[config.mk]
export PLATFORM = sky130hd
export DESIGN_NAME = sync_channel_scheduler
export DESIGN_NICKNAME = d
export VERILOG_FILES = /design/src/rtl/sync_channel_scheduler.sv
export SDC_FILE = /design/constraint.sdc
export NUM_CORES = 1
export LEC_CHECK = 0
export CAP_MARGIN = 5
export CORE_UTILIZATION = 40
export CTS_BUF_LIST = sky130_fd_sc_hd__clkbuf_4
export CTS_CLUSTER_DIAMETER = 150
export DETAILED_ROUTE_END_ITERATION = 10
export PLACE_DENSITY = 0.91
export SLEW_MARGIN = 10
export SYNTH_ARGS = -nofsm -noshare
export SYNTH_HDL_FRONTEND = slang
export SYNTH_SLANG_ARGS = --single-unit
[constraint.sdc]
create_clock -name clk -period 2.65 [get_ports clk]
set_clock_uncertainty 0.2 [all_clocks]
set_input_delay 0.265 -clock clk [delete_from_list [all_inputs] [get_ports clk]]
set_output_delay 0.265 -clock clk [all_outputs]
set_load 0.01 [all_outputs]
[src/rtl/sync_channel_scheduler.sv]
// Round-robin scheduler sharing one multi-bit synchronizer channel between requesters.
// The granted word is held for HOLD_CYCLES source cycles, then a one-cycle ack goes back to its owner.
module sync_channel_scheduler #(
  parameter int N_REQ       = 4,
  parameter int WIDTH       = 12,
  parameter int HOLD_CYCLES = 8
) (
  input  logic                        clk,
  input  logic                        rst,
  input  logic [N_REQ-1:0]            req,
  input  logic [N_REQ*WIDTH-1:0]      data_in,
  output logic [N_REQ-1:0]            ack,
  output logic [WIDTH-1:0]            tx_data,
  output logic [$clog2(N_REQ)-1:0]    tx_sel,
  output logic                        tx_tag,
  output logic                        busy
);

  localparam int SEL_W = $clog2(N_REQ);
  localparam int CNT_W = $clog2(HOLD_CYCLES);

  typedef enum logic [1:0] {
    ST_IDLE = 2'd0,
    ST_HOLD = 2'd1,
    ST_ACK  = 2'd2
  } state_e;

  state_e             state_q;
  logic [CNT_W-1:0]   cnt_q;
  logic [SEL_W-1:0]   last_q;
  logic [WIDTH-1:0]   tx_data_q;
  logic [SEL_W-1:0]   tx_sel_q;
  logic               tx_tag_q;
  logic [N_REQ-1:0]   ack_q;
  logic               busy_q;

  logic               grant_valid_d;
  logic [SEL_W-1:0]   grant_idx_d;
  logic [WIDTH-1:0]   grant_word_d;

  // Returns {valid, index} of the first request at or after last+1, wrapping modulo N_REQ.
  function automatic logic [SEL_W:0] arbitrate(input logic [N_REQ-1:0] r,
                                               input logic [SEL_W-1:0] last);
    logic [SEL_W:0]   res;
    logic [SEL_W-1:0] cand;
    // NOTE: every variable gets a value before any conditional write, so no latch can be inferred.
    res  = '0;
    cand = '0;
    // Scan from the farthest offset down so the nearest pending requester is written last and wins.
    for (int off = N_REQ; off >= 1; off--) begin
      cand = SEL_W'((int'(last) + off) % N_REQ);
      if (r[cand]) res = {1'b1, cand};
    end
    return res;
  endfunction

  always_comb begin
    {grant_valid_d, grant_idx_d} = arbitrate(req, last_q);
    grant_word_d                 = data_in[grant_idx_d*WIDTH +: WIDTH];
  end

  // NOTE: all state and outputs update with non-blocking assignments so every register samples pre-edge values.
  always_ff @(posedge clk or posedge rst) begin
    if (rst) begin
      state_q   <= ST_IDLE;
      cnt_q     <= '0;
      last_q    <= SEL_W'(N_REQ - 1);
      tx_data_q <= '0;
      tx_sel_q  <= '0;
      tx_tag_q  <= 1'b0;
      ack_q     <= '0;
      busy_q    <= 1'b0;
    end else begin
      case (state_q)
        ST_IDLE: begin
          if (grant_valid_d) begin
            tx_data_q <= grant_word_d;
            tx_sel_q  <= grant_idx_d;
            last_q    <= grant_idx_d;
            tx_tag_q  <= ~tx_tag_q;
            cnt_q     <= CNT_W'(HOLD_CYCLES - 1);
            busy_q    <= 1'b1;
            state_q   <= ST_HOLD;
          end
        end
        ST_HOLD: begin
          // Requests and data are deliberately ignored until the synchronizer has had its full hold time.
          if (cnt_q == '0) begin
            ack_q   <= N_REQ'(1) << tx_sel_q;
            state_q <= ST_ACK;
          end else begin
            cnt_q <= cnt_q - 1'b1;
          end
        end
        ST_ACK: begin
          ack_q   <= '0;
          busy_q  <= 1'b0;
          state_q <= ST_IDLE;
        end
        default: begin
          ack_q   <= '0;
          busy_q  <= 1'b0;
          state_q <= ST_IDLE;
        end
      endcase
    end
  end

  assign ack     = ack_q;
  assign tx_data = tx_data_q;
  assign tx_sel  = tx_sel_q;
  assign tx_tag  = tx_tag_q;
  assign busy    = busy_q;

endmodule

==> results.json <==
{
  "port_buffers": 73,
  "synth_flop_cell": "dfrtp_1",
  "drv_slew": 0,
  "grt_overflow": 0,
  "status": "completed",
  "timing.final.hold_violations": 0,
  "rsz0062_at_grt": "false",
  "intPower_w": 0.00126,
  "yosys.cell_count.top_type": "dfrtp_1",
  "syn_avg_cell_area_um2": 10.5,
  "tightest_slew_ns": 0.557,
  "gr-usage-all-layers_pct": 19.8,
  "clockPowerShare_pct": 9.0,
  "syn_nets": 196,
  "finalNetCount": 270,
  "cts_tree": "done",
  "cp_max_fo": 26,
  "netSwitchingFraction_pct": 37.2,
  "fin_setup_tns_ns": 0,
  "slew_headroom_pct": 62.8,
  "ant_nets": 0,
  "finalSetupViolations": 0,
  "drt_wl_total_um": 3700,
  "hp-class": "in -> async",
  "path_class": "reg -> reg",
  "grt_pass1_wl_um": 6120,
  "drive_above_1_share_pct": 6.10,
  "cts_root_buffer": "clkbuf_4",
  "insertion_delay_ns": 0.33,
  "area_growth_pct": 54.6,
  "synth.distinct_cells": 32,
  "ctsResizeCount": 0,
  "diodes": 0,
  "worstPathArrival_ns": 2.18,
  "powerDensity_mw_per_mm2": 886,
  "drt-vias-per-instance": 5.29,
  "synthTopCellsByCount": "25 x dfrtp_1, 24 x mux2i_1, 20 x nand2_1, 12 x o221ai_1, 10 x a21oi_1",
  "die_h_um": 62.6,
  "wl_per_cell_um": 14.3,
  "ir_drop_mv": 0.436,
  "ys_ff_latch": 27,
  "design.die.area_mm2": 0.00392,
  "pin_count": 74,
  "via_count": 1369,
  "numCtsBuffers": 3,
  "path_clk_slew_ns": 0.15,
  "hold_buffers": 0,
  "seqPwrFrac_pct": 37.1,
  "die_w_um": 62.6,
  "cap_violations": 0,
  "critPathLaunchType": "flip-flop",
  "dp.final_hpwl_um": 2890,
  "synth_top_area_cell": "dfrtp_1",
  "synth_edf_count": 0,
  "start_util_pct": 43.0,
  "coreArea_mm2": 0.00342,
  "clock_sinks": 27,
  "max_freq_mhz": 459,
  "yosysTopAreaCellShare_pct": 42.6,
  "clockBufferDepth": 2,
  "worstSetupEndpointType": "flip-flop",
  "timing.final.crit_share_pct": 82.3,
  "fin_hold_ws_ns": 0.0563,
  "async_flop_share_pct": 100,
  "drt_iter0_drc": 74,
  "yosysWarningCount": 0,
  "synth_area_mm2": 0.00147,
  "synthCells": 140,
  "htreeDepth": 1,
  "final_util_pct": 66.4,
  "dp_slack_ns": 0.256,
  "post-cts-setup-buffers": 0,
  "post-route-min-period_ns": 2.18,
  "drc": 0,
  "fin_area_mm2": 0.00227,
  "dr.pass1.iters": 4,
  "setup_slack_ns": 0.470,
  "grt_max_degree": 28,
  "rows": 21,
  "antenna_found_initial": 0,
  "required_ns": 2.65,
  "placed_area_mm2": 0.00224,
  "seq_area_frac_synth_pct": 46.2,
  "p_sw_w": 0.000748,
  "synth_area_leaders": "dfrtp_1 43%, mux2i_1 16%, o221ai_1 7.2%",
  "gp_congestion": 0.769,
  "grt_pass1_vias": 1367,
  "power.leakage_nw": 1.01,
  "comb_power_share_pct": 53.9
}
[cell usage in the layout (no fill, tap or decap), types with 2 or more instances in the layout]
cell             count
nor3b_1              3
mux2i_1             24
inv_1                6
nand2b_1             2
nand2_1             20
ha_1                 2
o221ai_1            12
nor2_1               9
nor3_1               2
dfstp_2              2
clkdlybuf4s50_1     73
buf_4                3
dfrtp_1             25
clkbuf_4             3
a21oi_1             10
[area by class of cell]
type	count	area, um^2
Fill cell	273	1150
Timing Repair Buffer	77	773
Multi-Input combinational cell	99	708
Sequential cell	27	678
Tap cell	46	57.6
Clock buffer	3	22.5
Inverter	6	22.5
Clock inverter	1	7.51
[state kept, by name, indices dropped and copies added, names as in the netlist]
signal	cells
cnt_q	3
tx_tag	1
tx_data	12
tx_sel	2
state_q	2
busy	1
last_q	2
ack	4
[layer usage]
| metal | GRT usage [%] | routed length [um] |
|---|---|---|
| met1 | 23.7 | 1570 |
| met2 | 35.5 | 1840 |
| met3 | 3.83 | 216 |
| met4 | 6.10 | 68 |
| met5 | 0 | 0 |
[through the flow]
stage | total power (W) | instances
4_1_cts | 0.00203 | 259
3_5_place_dp | 0.00185 | 255
2_1_floorplan | 0.00137 | 140
3_3_place_gp | 0.00180 | 255
5_1_grt | 0.00215 | 259
6_report | 0.00201 | 259
[power by group through the flow]
stage	logic, W	clock network, W	registers, W
floorplan	0.000584	0	0.000785
global placement	0.00105	0	0.000747
detailed placement	0.00110	0	0.000749
CTS	0.00110	0.000188	0.000745
global route	0.00118	0.000203	0.000765
finish	0.00109	0.000181	0.000746
[logic make-up after synthesis]
logic type,share of synthesized area [%]
muxes,16.4
adders and majority gates,1.70
AOI/OAI and AO/OA,15.8
and+or+nand+nor,12.6
DFF,46.2
xor gates and xnor gates,0.597
buffers and inverters,6.73
[worst paths after layout]
kind                                 from         end  slack [ns]  cells after the start
min in group clk                 cnt_q[0]    cnt_q[0]        0.28                      1
worst max-delay path            last_q[1]  tx_data[8]        0.47                      6
worst min register to register   cnt_q[0]    cnt_q[0]        0.28                      1
max in group asynchronous             rst   last_q[0]        1.89                      3
worst min-delay path                  rst  tx_data[1]        0.06                      3
worst max register to register  last_q[1]  tx_data[8]        0.47                      6
[critical path: stages (launching register included)]
cell	delay, ns
dfstp_2	0.63
a21bo_1	0.12
a21oi_1	0.08
a311oi_4	0.31
buf_12	0.25
mux2i_1	0.27
o221ai_1	0.17
(Power assumes the default switching activity.)
